File: src/rtl/mips_loader_pkg.sv
`default_nettype none
// ============================================================================
//  Module      : mips_loader_pkg
//  Description : Shared definitions for the host-side program/data loader:
//                header op codes, header field positions, FSM state encoding
//                and default widths.
//  Revision    : 1.0 - initial release
// ============================================================================
package mips_loader_pkg;

  localparam int DEF_ADDR_W = 10;
  localparam int DEF_DATA_W = 32;
  localparam int DEF_RUN_W  = 26;

  // Header op codes, header bits [31:30]
  localparam logic [1:0] OP_LOAD_I   = 2'b00;
  localparam logic [1:0] OP_LOAD_D   = 2'b01;
  localparam logic [1:0] OP_RUN      = 2'b10;
  localparam logic [1:0] OP_READBACK = 2'b11;

  // Header field positions
  localparam int HDR_OP_MSB   = 31;
  localparam int HDR_OP_LSB   = 30;
  localparam int HDR_CNT_MSB  = 25;
  localparam int HDR_CNT_LSB  = 16;
  localparam int HDR_BUD_MSB  = 25;

  // Word-count field width (holds N-1)
  localparam int CNT_W = HDR_CNT_MSB - HDR_CNT_LSB + 1;

  typedef enum logic [2:0] {
    ST_IDLE    = 3'd0,
    ST_LOAD_I  = 3'd1,
    ST_LOAD_D  = 3'd2,
    ST_RUN     = 3'd3,
    ST_RB_ADDR = 3'd4,
    ST_RB_SEND = 3'd5,
    ST_STATUS  = 3'd6
  } loader_state_t;

endpackage
`default_nettype wire

File: src/rtl/mips_host_loader_out_slot.sv
`default_nettype none
// ============================================================================
//  Module      : loader_out_slot
//  Description : Single-entry output holding register with valid/ready.
//                A loaded word is held unchanged until the host accepts it.
//  Revision    : 1.0 - initial release
// ============================================================================
module loader_out_slot
  import mips_loader_pkg::*;
#(
  parameter int DATA_W = DEF_DATA_W
) (
  input  logic              clk,
  input  logic              rst,
  input  logic              load,
  input  logic [DATA_W-1:0] load_data,
  input  logic              out_ready,
  output logic              out_valid,
  output logic [DATA_W-1:0] out_data
);

  // Capture a result word on load; drop valid once the host takes it.
  always_ff @(posedge clk or negedge rst) begin
    if (!rst) begin
      out_valid <= 1'b0;
      out_data  <= '0;
    end else if (load) begin
      out_valid <= 1'b1;
      out_data  <= load_data;
    end else if (out_valid && out_ready) begin
      out_valid <= 1'b0;
    end
  end

endmodule
`default_nettype wire

File: src/rtl/mips_host_loader.sv
`default_nettype none
// ============================================================================
//  Module      : mips_host_loader
//  Description : Host-side controller for the core memory-load interface.
//                Decodes a 32-bit header/word stream, writes instruction and
//                data memories, releases the core for a cycle budget while
//                counting taken-branch pulses, and streams data-memory words
//                and status back to the host.
//  Options     : LOADER_CHECKSUM_EN - emit XOR checksum word after each load.
//  Revision    : 1.0 - initial release
// ============================================================================
module mips_host_loader
  import mips_loader_pkg::*;
#(
  parameter int ADDR_W = DEF_ADDR_W,
  parameter int DATA_W = DEF_DATA_W,
  parameter int RUN_W  = DEF_RUN_W
) (
  input  logic              clk,
  input  logic              rst,
  input  logic              in_valid,
  output logic              in_ready,
  input  logic [DATA_W-1:0] in_data,
  output logic              out_valid,
  input  logic              out_ready,
  output logic [DATA_W-1:0] out_data,
  output logic [DATA_W-1:0] instr,
  output logic [ADDR_W-1:0] instr_addr,
  output logic              ins_we,
  output logic [DATA_W-1:0] data,
  output logic [ADDR_W-1:0] data_addr,
  output logic              data_we,
  output logic              proc_rst,
  input  logic [DATA_W-1:0] proc_out,
  input  logic              proc_done,
  output logic              busy
);

  loader_state_t state, state_nxt;

  logic              xfer;
  logic              out_fire;
  logic [1:0]        hdr_op;
  logic [CNT_W-1:0]  hdr_cnt;
  logic [ADDR_W-1:0] hdr_base;
  logic [RUN_W-1:0]  hdr_budget;

  logic [ADDR_W-1:0] addr;
  logic [CNT_W-1:0]  remaining;
  logic              last_word;
  logic [RUN_W-1:0]  run_left;
  logic [RUN_W-1:0]  count;
  logic [RUN_W-1:0]  count_nxt;

  logic              slot_load;
  logic [DATA_W-1:0] slot_data;

  // Host words are only taken while idle or loading, and never in reset.
  assign in_ready = rst && (state == ST_IDLE || state == ST_LOAD_I || state == ST_LOAD_D);
  assign xfer     = in_valid && in_ready;
  assign out_fire = out_valid && out_ready;
  assign busy     = (state != ST_IDLE);

  assign hdr_op     = in_data[HDR_OP_MSB:HDR_OP_LSB];
  assign hdr_cnt    = in_data[HDR_CNT_MSB:HDR_CNT_LSB];
  assign hdr_base   = in_data[ADDR_W-1:0];
  assign hdr_budget = RUN_W'(in_data[HDR_BUD_MSB:0]);

  assign last_word  = (remaining == '0);

  // Taken-branch count including the current cycle, saturating at all-ones.
  assign count_nxt = (proc_done && (count != {RUN_W{1'b1}})) ? count + RUN_W'(1) : count;

`ifdef LOADER_CHECKSUM_EN
  logic [DATA_W-1:0] csum;

  // Running XOR of the payload words of the current load.
  always_ff @(posedge clk or negedge rst) begin
    if (!rst) begin
      csum <= '0;
    end else if (state == ST_IDLE && xfer) begin
      csum <= '0;
    end else if ((state == ST_LOAD_I || state == ST_LOAD_D) && xfer) begin
      csum <= csum ^ in_data;
    end
  end
`endif

  // State register.
  always_ff @(posedge clk or negedge rst) begin
    if (!rst) begin
      state <= ST_IDLE;
    end else begin
      state <= state_nxt;
    end
  end

  // Next-state decode and result-slot loading.
  always_comb begin
    state_nxt = state;
    slot_load = 1'b0;
    slot_data = '0;
    case (state)
      ST_IDLE: begin
        if (xfer) begin
          case (hdr_op)
            OP_LOAD_I: state_nxt = ST_LOAD_I;
            OP_LOAD_D: state_nxt = ST_LOAD_D;
            OP_RUN: begin
              if (hdr_budget == '0) begin
                // Zero budget: report an empty count without releasing.
                state_nxt = ST_STATUS;
                slot_load = 1'b1;
              end else begin
                state_nxt = ST_RUN;
              end
            end
            default: state_nxt = ST_RB_ADDR;
          endcase
        end
      end
      ST_LOAD_I, ST_LOAD_D: begin
        if (xfer && last_word) begin
`ifdef LOADER_CHECKSUM_EN
          state_nxt = ST_STATUS;
          slot_load = 1'b1;
          slot_data = csum ^ in_data;
`else
          state_nxt = ST_IDLE;
`endif
        end
      end
      ST_RUN: begin
        if (run_left == '0) begin
          state_nxt = ST_STATUS;
          slot_load = 1'b1;
          slot_data = DATA_W'(count_nxt);
        end
      end
      ST_RB_ADDR: begin
        // data_addr has been stable this cycle; take the memory word.
        state_nxt = ST_RB_SEND;
        slot_load = 1'b1;
        slot_data = proc_out;
      end
      ST_RB_SEND: begin
        if (out_fire) begin
          state_nxt = last_word ? ST_IDLE : ST_RB_ADDR;
        end
      end
      ST_STATUS: begin
        if (out_fire) begin
          state_nxt = ST_IDLE;
        end
      end
      default: state_nxt = ST_IDLE;
    endcase
  end

  // Memory write ports, core reset, address and budget counters.
  always_ff @(posedge clk or negedge rst) begin
    if (!rst) begin
      instr      <= '0;
      instr_addr <= '0;
      ins_we     <= 1'b0;
      data       <= '0;
      data_addr  <= '0;
      data_we    <= 1'b0;
      proc_rst   <= 1'b1;
      addr       <= '0;
      remaining  <= '0;
      run_left   <= '0;
      count      <= '0;
    end else begin
      ins_we  <= 1'b0;
      data_we <= 1'b0;
      case (state)
        ST_IDLE: begin
          if (xfer) begin
            addr      <= hdr_base;
            remaining <= hdr_cnt;
            if (hdr_op == OP_READBACK) begin
              data_addr <= hdr_base;
            end
            if (hdr_op == OP_RUN && hdr_budget != '0) begin
              proc_rst <= 1'b0;
              run_left <= hdr_budget - RUN_W'(1);
              count    <= '0;
            end
          end
        end
        ST_LOAD_I: begin
          if (xfer) begin
            instr      <= in_data;
            instr_addr <= addr;
            ins_we     <= 1'b1;
            addr       <= addr + ADDR_W'(1);
            remaining  <= remaining - CNT_W'(1);
          end
        end
        ST_LOAD_D: begin
          if (xfer) begin
            data      <= in_data;
            data_addr <= addr;
            data_we   <= 1'b1;
            addr      <= addr + ADDR_W'(1);
            remaining <= remaining - CNT_W'(1);
          end
        end
        ST_RUN: begin
          count <= count_nxt;
          if (run_left == '0) begin
            proc_rst <= 1'b1;
          end else begin
            run_left <= run_left - RUN_W'(1);
          end
        end
        ST_RB_SEND: begin
          if (out_fire) begin
            addr      <= addr + ADDR_W'(1);
            data_addr <= addr + ADDR_W'(1);
            remaining <= remaining - CNT_W'(1);
          end
        end
        default: ;
      endcase
    end
  end

  loader_out_slot #(
    .DATA_W (DATA_W)
  ) u_out_slot (
    .clk       (clk),
    .rst       (rst),
    .load      (slot_load),
    .load_data (slot_data),
    .out_ready (out_ready),
    .out_valid (out_valid),
    .out_data  (out_data)
  );

endmodule
`default_nettype wire
File: config.mk
export PLATFORM = sky130hd
export DESIGN_NAME = mips_host_loader
export DESIGN_NICKNAME = d
export VERILOG_FILES = /design/src/rtl/mips_loader_pkg.sv /design/src/rtl/mips_host_loader_out_slot.sv /design/src/rtl/mips_host_loader.sv
export SDC_FILE = /design/constraint.sdc
export NUM_CORES = 1
export LEC_CHECK = 0
export CORE_MARGIN = 5
export CORE_UTILIZATION = 40
export DETAILED_ROUTE_END_ITERATION = 10
export GPL_TIMING_DRIVEN = 0
export PLACE_DENSITY = 0.67
export SETUP_SLACK_MARGIN = 0.2
export SYNTH_ARGS = -nofsm -noshare
export SYNTH_HDL_FRONTEND = slang
export SYNTH_SLANG_ARGS = --single-unit
File: constraint.sdc
create_clock -name clk -period 5.2 [get_ports clk]
set_clock_uncertainty 0.2 [all_clocks]
set_input_delay 1.56 -clock clk [delete_from_list [all_inputs] [get_ports clk]]
set_output_delay 1.56 -clock clk [all_outputs]
set_load 0.01 [all_outputs]
* After elaboration in Yosys (flattened, before gate mapping) *
Index checks and enable logic that the tools add are counted.
Widths: inputs -> output; s select.

word-level totals
  bits in registers = 195
  input bits = 69
  output and inout bits = 122
  word-level logic and storage cells = 112

operators by class
  add/sub/neg operators = 5
  equal/unequal tests = 20
  mux-type cells = 45
  reduce and logical (&&, ||, !) cells = 28

operator list
  cell                   count
  $mux 26                7
  $pmux 26 s2            2
  $mux 10                9
  $pmux 10 s3            3
  $pmux 32 s2            1
  $logic_not 26->1       2
  $sub 26x1->26 const B  2
  $add 26x1->26 const B  1
  $ne 26x26->1 const B   1
  $reduce_bool 26->1     1
  $mux 3                 7
  $pmux 3 s6             1
  $mux 1                 12
  $ne 2x2->1 const B     6
  $reduce_and 4->1       3
  $add 10x1->10 const B  1
  $logic_not 10->1       1
  $reduce_and 5->1       2
  $sub 10x1->10 const B  1
  $eq 3x3->1 const B     3
  $pmux 3 s3             1
  $reduce_bool 3->1      3
  $ne 2x1->1 const B     4
  $eq 3x2->1 const B     2
  13 further kinds       22

* Depth between registers and ports, before layout *
Gate-level depths: netlist of the first run.

  depth after elaboration = 8
  mapped depth = 15
  mapped depth without buffers = 9

* Modules after synthesis *
From an unflattened synthesis of the first run, not the netlist that was laid out.

unflattened totals
  cell total of the unflattened synthesis = 1289
  area, all modules = 11135.7 um^2

modules (own cells, without submodules)
  module            times used  cells each  area an instance (um^2)  seq. area each (um^2)
  mips_host_loader  1           1218        9758.1                   4055.1
  loader_out_slot   1           71          1377.6                   825.8

* Worst setup path after synthesis of the first run *
Ideal clock, no wire load.

  kind = input port to flip-flop
  from = in in_data[2]
  to = reg run_left[2]
  setup time = 134 ps
  data arrival time = 3698 ps
  required time = 4866 ps
  slack = 1167 ps
  stages on the path = 9
  path buffers = 3
  path through = buf_2 -> or4_4 -> or2_0 -> or4_1 -> buf_6 -> a22o_1 -> buf_2 -> o22ai_1 -> a21oi_1

between the ends
  word-level cells in the longest chain between the ends = 4
  elaborated cells between the ends (all ways) = 8
  classes of those cells = 1 x add/sub; 1 x eq/ne; 3 x mux; 3 x reduce/logical

ends and longest elaborated chain
  item                                                        line                                              RTL
  start: declaration                                          mips_host_loader.sv:23                            input logic [DATA_W-1:0] in_data,
  $sub 26x1->26 / $reduce_bool 26->1 (equally long branches)  mips_host_loader.sv:187, mips_host_loader.sv:185
  $mux 26 / $logic_and 1x1->1 (equally long branches)         mips_host_loader.sv:185                           if (hdr_op == OP_RUN && hdr_budget != '0) begin
  $mux 26 / $ne 2x1->1 (equally long branches)                -
  $pmux 26 s2 / $reduce_and 4->1 (equally long branches)      -
  end signal: assignment                                      mips_host_loader.sv:187                           run_left <= hdr_budget - RUN_W'(1);
  end signal: assignment                                      mips_host_loader.sv:215                           run_left <= run_left - RUN_W'(1);
  end: declaration                                            mips_host_loader.sv:51                            logic [RUN_W-1:0] run_left;

Several ways; a longest one is shown, not always the timed one. The select of a mux whose other input is x is not followed.
A chain may end at the register's enable or synchronous reset.

* Worst setup path after layout of the first run *
  from = in in_data[1]
  to = reg u_out_slot.out_data[25]

between the ends
  word-level cells in the longest chain between the ends = 5

ends and longest elaborated chain
  item                    line                             RTL
  $logic_not 26->1        mips_host_loader.sv:110          if (hdr_budget == '0) begin
  $mux 1                  mips_host_loader.sv:110
  $mux 1                  mips_host_loader.sv:106          case (hdr_op)
  $mux 1                  mips_host_loader.sv:105          if (xfer) begin
  $pmux 1 s3              mips_host_loader.sv:103          case (state)
  end signal: assignment  mips_host_loader_out_slot.sv:29  out_data <= load_data;
  end: declaration        mips_host_loader_out_slot.sv:19  output logic [DATA_W-1:0] out_data

Every way passes these cells.

==> summary.txt, run 1 <==
number of port buffers: 182
flops & latches, synth: 195
RSZ-0062 raised after global routing: false
Die Height: 173 µm
via count: 10,500
post-synth cell types: 75
final hold vios: 0
DRC Markers: 0
slowest stage delay, CP: 0.76 ns
Die Span X: 173 µm
fin area: 13,600 µm²
syn_nets: 1,333
vias in the first global route: 10,200
fmax: 206 MHz
number of enable flip-flop cells after synthesis: 0
total track usage: 23.3%
Critical Path, Cell by Cell: clkdlybuf4s50_1, or4_4, or2_0, nor4_1, a211oi_2, clkbuf_1, a22oi_1, o21ai_0
Clock transition at path regs: 0.08 ns
drt pass-1 iters: 6
commonest non-fill, non-tap cell in the layout: nand2_1
Worst VDD drop: 282 µV
crit-path leading delay family: simple AND/OR/NAND/NOR gates
Diodes inserted: 0
Slew headroom: 19.0%
sequential area share after synthesis: 45.9%
Num CTS Buffers: 17
post-CTS repair timing setup buffer count: 0
Worst EP arrival: 4.96 ns
ys flop type: dfrtp_1
post-place instance area: 12,900 µm²
Worst Path Buf+Inv: 2
ys async rst share: 100%
Layout Area Growth over Synthesis: 27.8%
nets@finish: 1,537
site row count: 59
drt total wl: 35,900 µm
CTS H-Tree Depth: 4
CP Class: input port to flip-flop
Synth Cell Area: 10,600 µm²
crit start category: input port
Fillers: 2,462
# Max-Cap Violations: 0
WP data required: 5.31 ns
IO Pins: 191
first-pass GRT wire length: 57,100 µm
# setup viols final: 0
max-slew violations: 0
Mapped Cells: 1,256
post-layout min period: 4.85 ns
GRT Residual Overflow: 0
CP Max Fanout: 10
initial antenna violation count: 2
Max clock buf depth: 2
core area: 26,100 µm²
Least-Margin Pin Slew: 1.21 ns
leakage power figure: 5.67 nW
largest net degree at the start of global routing: 88
RR Startpoint: state[0]
drt wl/cell: 19.8 µm
run status: complete, no violations
Yosys warnings: 0
syn avg cell area: 8.46 µm²
Pwr Density: 503 nW/µm²
Critical Path Sink Type: flip-flop
Hold Startpoint: instr[27]
share of post-route cells with drive strength above 1: 5.36%
DP Wirelength: 25,300 µm
Setup crit start: in_data[1]
hold slack: 0.278 ns
post-DR vias/cell: 5.80
GPL Wtd Cong: 0.931
Initial Util: 40.7%
most frequent cells in the layout: 270 x nand2_1, 194 x dfrtp_1, 181 x clkdlybuf4s50_1
worst min-delay path class: flip-flop to flip-flop
CTS Root Cell: clkbuf_16
1st-iter DRT viols: 1,172
post-route ant nets: 0
Final period util: 93.3%
Slowest cell on crit path: nor4_1
clk_lat worst skew: 0.45 ns
TritonCTS clock tree: done
CTS sink count: 195
die area: 29,900 µm²
Fin Setup TNS: 0 ns
hold_buf cts: 0
synth_stat cells (7+ instances only):
| cell type | number | area (µm²) |
|---|---|---|
| xnor2_1 | 22 | 193 |
| a211oi_1 | 13 | 97.6 |
| mux2_2 | 7 | 78.8 |
| o31ai_1 | 13 | 97.6 |
| a22o_1 | 8 | 70.1 |
| or3_1 | 10 | 62.6 |
| and3_1 | 14 | 87.6 |
| nor2_1 | 81 | 304 |
| o22ai_1 | 11 | 68.8 |
| nand2b_1 | 15 | 93.8 |
| xor2_1 | 9 | 78.8 |
| nand2_1 | 270 | 1010 |
| mux2i_1 | 11 | 110 |
| a21oi_1 | 72 | 360 |
| nor3_1 | 39 | 195 |
| and2_1 | 7 | 43.8 |
| nand4_1 | 12 | 75.1 |
| inv_1 | 21 | 78.8 |
| buf_1 | 9 | 33.8 |
| nand3_1 | 38 | 190 |
| a31oi_1 | 31 | 194 |
| ha_1 | 8 | 100 |
| clkbuf_1 | 71 | 267 |
| nor4_1 | 20 | 125 |
| a22oi_1 | 36 | 270 |
| o21ai_0 | 94 | 470 |
| dfrtp_1 | 194 | 4850 |
stage by stage:
stage / util (%) / setup slack [ns] / power, mW / instances
2_1_floorplan: - / 1.17 / 3.99 / 1256
3_3_place_gp: 49.2 / -7.47 / 5.44 / 1773
3_5_place_dp: 49.4 / -0.122 / 5.47 / 1774
4_1_cts: 51.8 / 0.228 / 6.85 / 1807
5_1_grt: 52.0 / 0.264 / 7.27 / 1808
6_report: 52.0 / 0.349 / 6.83 / 1808
power breakdown:
group	switching, mW	total (mW)	internal, mW
registers	0.495	2.64	2.14
logic	1.45	2.84	1.38
clock network	0.668	1.35	0.683
total	2.62	6.83	4.21
logic make-up (layout without fill, tap and decap cells):
| kind of cell | Yosys count | count (layout) | synth area share, % |
|---|---|---|---|
| DFF | 195 | 195 | 45.9 |
| AOI/OAI and AO/OA | 342 | 342 | 20.7 |
| xor gates and xnor gates | 31 | 31 | 2.56 |
| muxes | 18 | 18 | 1.78 |
| adders and majority gates | 8 | 8 | 0.942 |
| and+or+nand+nor | 547 | 547 | 23.7 |
| buffers and inverters | 115 | 332 | 4.40 |
what timing repair did:
action | in CTS | in global routing
gates resized for setup | 6 | 4
gates cloned | 1 | 1
setup endpoints to repair | 6 | 5
final timing paths:
kind                            depth (start not counted)                      end  slack, ns
min in group asynchronous                               1             run_left[13]       0.77
max in group asynchronous                               2                  data[5]       3.35
worst max register to register                         15             run_left[24]       0.54
worst max-delay path                                    8  u_out_slot.out_data[25]       0.35
worst min register to register                          2                instr[27]       0.28
worst min-delay path                                    2                instr[27]       0.28
sequential cells by signal, summed over array words and instances (netlist names):
| signal | flops |
|---|---|
| data_we | 1 |
| data | 32 |
| count | 26 |
| addr | 10 |
| state | 3 |
| instr | 32 |
| remaining | 10 |
| ins_we | 1 |
| u_out_slot.out_valid | 1 |
| run_left | 26 |
| u_out_slot.out_data | 32 |
| instr_addr | 10 |
| data_addr | 10 |
| proc_rst | 1 |
routing by layer:
layer | vias to the layer above | global-route usage [%] | wire length, µm
met5 | - | 0 | 25
met3 | 55 | 6.42 | 3220
li1 | 4908 | - | -
met4 | 4 | 6.19 | 671
met2 | 513 | 36.5 | 16200
met1 | 5011 | 32.2 | 15700
worst register-to-register path, stage by stage (launching register included):
cell      delay, ns
dfrtp_1        0.44
clkbuf_1       0.24
nand3b_1       0.22
clkbuf_2       0.29
clkbuf_2       0.32
buf_2          0.35
mux2i_1        0.29
ha_1           0.18
clkbuf_1       0.38
nand4b_1       0.21
nor4_2         0.31
and3_1         0.23
clkbuf_2       0.20
o221ai_1       0.20
mux2_2         0.33
a211oi_1       0.20
final cells by class:
cell class,instances,area (µm²),area share (%)
Tap cell,335,419,3.09
Timing Repair Buffer,185,1920,14.2
Clock buffer,17,425,3.13
Buffer,93,392,2.88
Sequential cell,195,4880,35.9
Clock inverter,15,163,1.20
Inverter,22,82.6,0.608
Multi-Input combinational cell,946,5290,39.0
No activity file was read; power rests on OpenSTA's default activity.
==> run 2, diff against run 1 <==
Settings changed: SKIP_LAST_GASP set to 1.
==> results of run 2 <==
The final DEF is identical to that of run 1; final timing and power are the same.
==> run 3, diff against run 2 <==
Settings changed: SETUP_SLACK_MARGIN 0.2 to not set.
==> run 3 against run 2 <==
Critical path depth rose by 7. Total power about the same. Final cell count barely moved. Core utilization decreased by 0.15 points. Non-clock buffer count is 1 lower. Count of clock-buffer cells in the layout did not move. Sequential power about the same. Final area fell by 0.30%. Worst hold slack about the same. Largest power group unchanged.
==> summary.txt, run 3 (synthesis results as in run 1) <==
number of port buffers: 182
area of the multi-input gates: 5290 µm²
GPL Wtd Cong: 0.931
total track usage: 23.3%
fin cells: 1,807
# Max-Cap Violations: 0
Slowest cell on crit path: clkbuf_1
CTS Root Cell: clkbuf_16
share of post-route cells with drive strength above 1: 5.16%
worst min-delay path class: flip-flop to flip-flop
Worst VDD drop: 282 µV
Die Span X: 173 µm
slowest stage delay, CP: 0.46 ns
Pwr Density: 504 nW/µm²
max-slew violations: 0
Hold EP: instr[27]
site row count: 59
die area: 29,900 µm²
post-layout min period: 4.97 ns
RR Startpoint: state[0]
Fin Setup TNS: 0 ns
DRC Markers: 0
reg2reg setup slack: 0.23 ns
WP data required: 5.36 ns
clk_lat worst skew: 0.45 ns
Diodes inserted: 0
Die Height: 173 µm
largest net degree at the start of global routing: 88
core area: 26,100 µm²
commonest non-fill, non-tap cell in the layout: nand2_1
CTS H-Tree Depth: 4
Hold Path Cell Cnt: 2
total power: 6.83 mW
final hold vios: 0
CP Max Fanout: 10
run status: complete, no violations
CP Class: flip-flop to flip-flop
# setup viols final: 0
Worst Path Buf+Inv: 6
first-pass GRT wire length: 57,100 µm
Layout Area Growth over Synthesis: 27.4%
most used cell, CP: clkbuf_1
post-CTS repair timing setup buffer count: 0
most frequent cells in the layout: 270 x nand2_1, 194 x dfrtp_1, 181 x clkdlybuf4s50_1
vias in the first global route: 10,200
CTS sink count: 195
post-DR vias/cell: 5.81
via count: 10,500
Slew headroom: 20.0%
Critical Path, Cell by Cell: clkbuf_1, nand3b_1, clkbuf_2, clkbuf_1, buf_2, mux2i_1, ha_1, clkbuf_1, nand4b_1, nor4_1, and3_1, clkbuf_2, o221ai_1, mux2_2, a211oi_1
DP Wirelength: 25,300 µm
Top Registers: data: 32 flops, instr: 32 flops, u_out_slot.out_data: 32 flops
Fillers: 2,469
crit-path leading delay family: buffers and inverters
drt pass-1 iters: 6
RSZ-0062 raised after global routing: false
storage element area: 4880 µm²
drt total wl: 35,900 µm
Final period util: 95.6%
R2R depth: 15
pre-CTS WS: -0.122 ns
1st-iter DRT viols: 1,217
Num CTS Buffers: 17
leakage power figure: 5.65 nW
nets@finish: 1,536
fmax: 201 MHz
placed insts: 1,774
post-route ant nets: 0
IO Pins: 191
Critical Path Sink Type: flip-flop
Worst EP arrival: 5.13 ns
initial antenna violation count: 2
Reg-to-Reg End: run_left[24]
drt wl/cell: 19.8 µm
Clock transition at path regs: 0.08 ns
Hold Startpoint: instr[27]
min setup slack post-route: 0.228 ns
Initial Util: 40.7%
hold slack: 0.278 ns
Max clock buf depth: 2
Least-Margin Pin Slew: 1.20 ns
GRT Residual Overflow: 0
crit start category: flip-flop
TritonCTS clock tree: done
==> run 3: worst max-delay path by stage <==
stage	from	end	slack, ns	cells past startpoint
3_3_place_gp	rst	data_addr[6]	-7.47	5
4_1_cts	rst	in_ready	0.07	4
3_5_place_dp	rst	in_ready	-0.12	4
6_report	state[0]	run_left[24]	0.23	15
5_1_grt	state[0]	run_left[24]	0.01	15
2_1_floorplan	in_data[2]	run_left[2]	1.17	9
==> run 3: repair_timing <==
item / CTS / global route
gates cloned: 1 / 0
gates resized for setup: 3 / 5
hold buffers: 0 / 0
endpoints found under the setup margin: 3 / 5
==> run 3: where the power goes <==
| part | switching, mW | internal [mW] |
|---|---|---|
| logic | 1.45 | 1.38 |
| registers | 0.496 | 2.14 |
| clock network | 0.669 | 0.683 |
| total | 2.62 | 4.21 |
==> run 3: per-stage QoR <==
step / util (%) / cell area [µm²]
after floorplan: - / 10600
after global placement: 49.2 / 12900
after detailed placement: 49.4 / 12900
after CTS: 51.8 / 13500
after global routing: 51.8 / 13500
final: 51.8 / 13500
==> run 3: cell type report <==
type	instances	share of cell area (%)
buffer	93	2.88
multi-input combinational	946	39.0
clock buffer	17	3.14
inverter	22	0.610
sequential	195	36.1
timing repair buffer	184	14.0
clock inverter	15	1.20
tap	335	3.10
==> run 3: tightest hold or removal path, cell delays in order, from the launching register on <==
cell and delay (ns):
dfrtp_1 0.35, nand2_1 0.05, nand2_1 0.05
==> run 3: layer usage <==
| layer | share of wire (%) | GRT usage [%] | vias to the layer above |
|---|---|---|---|
| met5 | 0.053 | 0 | - |
| met4 | 2.1 | 6.19 | 2 |
| met3 | 9.5 | 6.42 | 63 |
| met2 | 45 | 36.5 | 493 |
| met1 | 44 | 32.2 | 5043 |
| li1 | - | - | 4903 |
==> variant 1: new RTL, flow settings as in run 1 <==
Build with the macro `LOADER_CHECKSUM_EN` defined.
--- a/src/rtl/mips_host_loader.sv
+++ b/src/rtl/mips_host_loader.sv
@@ -11,2 +11,4 @@
 // ============================================================================
+`define LOADER_CHECKSUM_EN
+
 module mips_host_loader
Check against the original RTL: not equivalent (a bounded check fails within 4 cycles, from zero or initial values and one cycle with rst low).
==> variant 1 against run 1 <==
Combinational power grew 36%. Sequential cell count rose by 32. Wire length grew 21%. Clock power is 49% higher. Critical path type is now flop to flop. Final area grew 18%. Setup slack gained 0.049 ns. Largest cell class unchanged. First-iteration DRC count fell by 5.1%. Highest routed layer is now met4. Power grew 31%. Area after synthesis up 19%.
==> variant 1: results (changes against run 1) <==
[synthesis]
synth.distinct_cells = 73  ; -2.7%
synth_area_leaders = dfrtp_1 45%, o21ai_0 7.4%, mux2_2 6.6%, nand2_1 5.0%, nor2_1 3.4%
synth_compound_area_share_pct = 20.4  ; -0.35 points
synth_nets = 1474  ; +11%
synth_xor_area_share_pct = 4.02  ; +1.5 points
synth_fa_ha_area_share_pct = 0.793  ; -0.15 points
ys_seq_area_share_pct = 45.0  ; -0.95 points

[setup_path]
crit_slowest_cell = or4_1
cp_slowest_stage_delay_ns = 0.51  ; -0.25 ns
cp.arrival_ns = 5.06  ; +0.10 ns

[grt]
grt_use_met2_pct = 39.5  ; +3.0 points
grt_use_met1_pct = 32.0  ; -0.17 points
use_met3_pct = 4.80  ; -1.6 points
grt_antenna_before_repair = 0  ; -2
grt_max_degree = 99  ; +13%

[power_and_ir_drop]
p_leak_nw = 6.45  ; +14%
ir_drop_v = 0.000403  ; +43%

[cts]
clk_pin_slew_ns = 0.06  ; -0.02 ns
cts_buffers = 26  ; +9
clk_latency_ns = 0.55  ; +0.10 ns
clockBufferDepth = 3  ; +1

[hold_path]
min_from = proc_rst
holdPathEnd = proc_rst

[route]
drtPass1Iterations = 5  ; -1
drt_iter0_drc = 1112  ; -5.1%
viasPerCell = 5.85  ; +0.74%

[finish]
fillers = 2994  ; +22%
drive_gt1_share_pct = 9.28  ; +3.9 points

[run_status]
status = completed

[place]
gp_congestion = 0.939  ; +0.85%
placed_area_um2 = 15000  ; +16%
numPortBuffers = 179  ; -1.6%

[variant 1: per-stage QoR]
| stage | hold slack, ns | setup TNS [ns] | power, mW | cells |
|---|---|---|---|---|
| after floorplan | 0.261 | 0 | 5.13 | 1397 |
| after global placement | 0.250 | -3694.35 | 6.87 | 1978 |
| after detailed placement | 0.260 | -0.952 | 6.95 | 1980 |
| after CTS | 0.269 | 0 | 9.00 | 2028 |
| after global routing | 0.275 | 0 | 9.54 | 2029 |
| final | 0.263 | 0 | 8.96 | 2029 |
[variant 1: cell type report]
class	count	area (um^2)	share of cell area, %
buffer	113	484	3.03
tap	402	503	3.15
clock inverter	13	215	1.35
sequential	227	5680	35.6
inverter	22	82.6	0.517
multi-input combinational	1035	6380	40.0
timing repair buffer	182	1880	11.8
clock buffer	35	724	4.54
[variant 1: per-layer routing]
layer	up-vias	wire [um]
li1	5485	-
met3	76	3200
met1	5813	18600
met2	486	20400
met4	0	1090
met5	-	0
[variant 1: where the power goes]
part           switching (mW)  total, mW  internal (mW)
Combinational            2.04       3.85           1.82
Sequential              0.592       3.10           2.51
Clock                   0.777       2.01           1.23
Total                    3.41       8.96           5.56
[variant 1: worst reg2reg max path, cell delays in order, from the launching register on]
cell and delay, ns:
dfrtp_1 0.47, buf_6 0.19, nand3b_1 0.21, buf_6 0.20
buf_6 0.16, clkbuf_2 0.29, buf_2 0.36, mux2i_1 0.28
ha_1 0.18, buf_4 0.16, or3b_2 0.45, or4_4 0.47
a2bb2oi_4 0.33, nand3_2 0.16, or4_1 0.51, o211ai_1 0.11
[variant 1: repair_timing]
action / in CTS / in global routing
gates cloned: 0 / 1
resized for setup: 3 / 4
setup endpoints to repair: 4 / 4
setup buffers: 0 / 0
pin swaps: 0 / 0
==> variant 2: new RTL, settings of run 1 <==
Made on the original files. Encoding of `loader_state_t`: now one-hot (7 bits for 7 states).
--- a/src/rtl/mips_loader_pkg.sv
+++ b/src/rtl/mips_loader_pkg.sv
@@ -30,10 +30,10 @@
 
-  typedef enum logic [2:0] {
-    ST_IDLE    = 3'd0,
-    ST_LOAD_I  = 3'd1,
-    ST_LOAD_D  = 3'd2,
-    ST_RUN     = 3'd3,
-    ST_RB_ADDR = 3'd4,
-    ST_RB_SEND = 3'd5,
-    ST_STATUS  = 3'd6
+  typedef enum logic [6:0] {
+    ST_IDLE    = 7'b0000001,
+    ST_LOAD_I  = 7'b0000010,
+    ST_LOAD_D  = 7'b0000100,
+    ST_RUN     = 7'b0001000,
+    ST_RB_ADDR = 7'b0010000,
+    ST_RB_SEND = 7'b0100000,
+    ST_STATUS  = 7'b1000000
   } loader_state_t;
Behaviour: no difference found for any inputs over 4 cycles, from zero or initial values and one cycle with rst low; so few cycles prove little.
==> variant 2 against run 1 <==
Count of clock-buffer cells in the layout grew 1. Critical endpoint is now run_left[20]. Final area is 0.79% higher. Wire length decreased by 3.4%. Synthesized cell count shrank 12%. Sequential cell count is 4 higher. Setup slack got worse by 0.055 ns. Power rose by 1.0%. Area after synthesis up 0.66%. Register-to-register slack worse by 0.25 ns. Largest cell class unchanged.
==> variant 2: results (changes against run 1) <==
[place]
gp_congestion = 0.954  ; +2.5%
place_hpwl_um = 24400  ; -3.7%
dpl.cell_count = 1627  ; -8.3%
place_ws_ns = -0.214  ; -0.0917 ns
numPortBuffers = 184  ; +1.1%

[synthesis]
synth.distinct_cells = 79  ; +5.3%
synth_nets = 1180  ; -11%
synth_area_leaders = dfrtp_1 46%, mux2_2 8.8%, o21ai_0 5.2%, nand2_1 2.9%, nor2_1 2.5%
synthTopCellsByCount = 197 x dfrtp_1, 111 x o21ai_0, 84 x mux2_2
synth_xor_area_share_pct = 2.05  ; -0.51 points
synth_fa_ha_area_share_pct = 0.468  ; -0.47 points
synth_compound_area_share_pct = 20.0  ; -0.72 points
syn_area_per_cell_um2 = 9.66  ; +14%
synthMuxAreaShare_pct = 10.1  ; +8.3 points
ys_seq_area_share_pct = 46.6  ; +0.65 points

[power_and_ir_drop]
p_leak_nw = 5.54  ; -2.2%
ir_drop_v = 0.000254  ; -10%

[setup_path]
cp_slowest_stage_delay_ns = 0.70  ; -0.06 ns
cp.arrival_ns = 5.02  ; +0.06 ns
crit_path_max_fanout = 10  ; unchanged
reg2reg_slack_ns = 0.29  ; -0.25 ns
crit_slowest_cell = or4b_2

[cts]
clockBufferDepth = 2  ; unchanged
htree_levels = 4  ; unchanged
clk_pin_slew_ns = 0.08  ; about the same
postCtsSetupRepairBufs = 0  ; unchanged

[sta]
fmax_mhz = 204  ; -1.1%
worst_pin_slew_ns = 1.17  ; -0.0446 ns

[grt]
grt_use_met1_pct = 30.4  ; -1.8 points
grt_antenna_before_repair = 0  ; -2
use_met3_pct = 5.39  ; -1.0 points
grt_pass1_wl_um = 55100  ; -3.5%
grt_usage_pct = 22.5  ; -0.83 points
grt_use_met2_pct = 36.1  ; -0.36 points
grt_max_degree = 98  ; +11%

[route]
drt_iter0_drc = 871  ; -26%
drtPass1Iterations = 7  ; +1
routed_wl_um = 34700  ; -3.4%
via_count = 9754  ; -7.0%

[finish]
fin_nets = 1386  ; -9.8%
fillers = 2382  ; -3.2%
stdcell_count = 1661  ; -8.1%
reg.largest.list = data: 32 flops, instr: 32 flops, u_out_slot.out_data: 32 flops
drive_gt1_share_pct = 12.8  ; +7.5 points

[run_status]
status = completed

variant 2: kinds of logic (layout without fill, tap and decap cells):
| family | Yosys count | after routing |
|---|---|---|
| xor+xnor | 25 | 25 |
| simple gates | 351 | 351 |
| compound gates | 329 | 329 |
| fa+ha+maj | 4 | 4 |
| mux | 97 | 97 |
| flops | 199 | 199 |
| buf+inv | 102 | 321 |
variant 2: critical path: cells and delay by family, from the launching register on:
kind,cells,cell delay (ns)
AO/OA/AOI/OAI,3,0.62
adder cells (fa/ha/maj),1,0.30
buffers and inverters,5,1.30
flip-flops,1,0.38
multiplexers,1,0.22
AND/OR/NAND/NOR,5,1.77
variant 2: routing by layer:
layer / up-vias / share of wire [%]
met4: 0 / 2.3
met2: 447 / 46
met5: - / 0
met3: 63 / 7.6
li1: 4536 / -
met1: 4708 / 44
variant 2: final timing paths:
kind	cells after the start	startpoint	endpoint
max in group asynchronous	2	rst	proc_rst
setup reg to reg	15	state[2]	run_left[20]
hold reg to reg	2	data_addr[1]	data_addr[1]
hold / removal	2	data_addr[1]	data_addr[1]
min in group asynchronous	1	rst	count[23]
setup / recovery	15	state[2]	run_left[20]
variant 2: repair_timing:
| action | 4_1_cts | 5_1_grt |
|---|---|---|
| gates cloned | 1 | 1 |
| setup endpoints to repair | 9 | 9 |
| hold endpoints to repair | 0 | 0 |
| gates resized for setup | 6 | 7 |
variant 2: power by group:
group / leakage [nW] / total, mW / internal [mW] / switching [mW]
registers: 2.57 / 2.53 / 2.11 / 0.422
logic: 2.69 / 3.02 / 1.44 / 1.58
clock network: 0.287 / 1.35 / 0.687 / 0.660
total: 5.54 / 6.90 / 4.24 / 2.66
variant 2: area by class of cell:
type                            count  area [um^2]  area share, %
Buffer                             79          347           2.53
Clock inverter                     14          161           1.18
Inverter                           23         88.8          0.649
Sequential cell                   199         4980           36.4
Multi-Input combinational cell    806         5320           38.8
Timing Repair Buffer              187         1940           14.2
Tap cell                          335          419           3.06
Clock buffer                       18          429           3.14
variant 2: through the flow:
step / total power [mW] / hold WS (ns) / area (um^2)
final: 6.90 / 0.288 / 13700
after global routing: 7.34 / 0.310 / 13700
after CTS: 6.91 / 0.294 / 13600
after detailed placement: 5.53 / 0.275 / 13000
after global placement: 5.47 / 0.268 / 13000
after floorplan: 4.11 / 0.270 / 10700
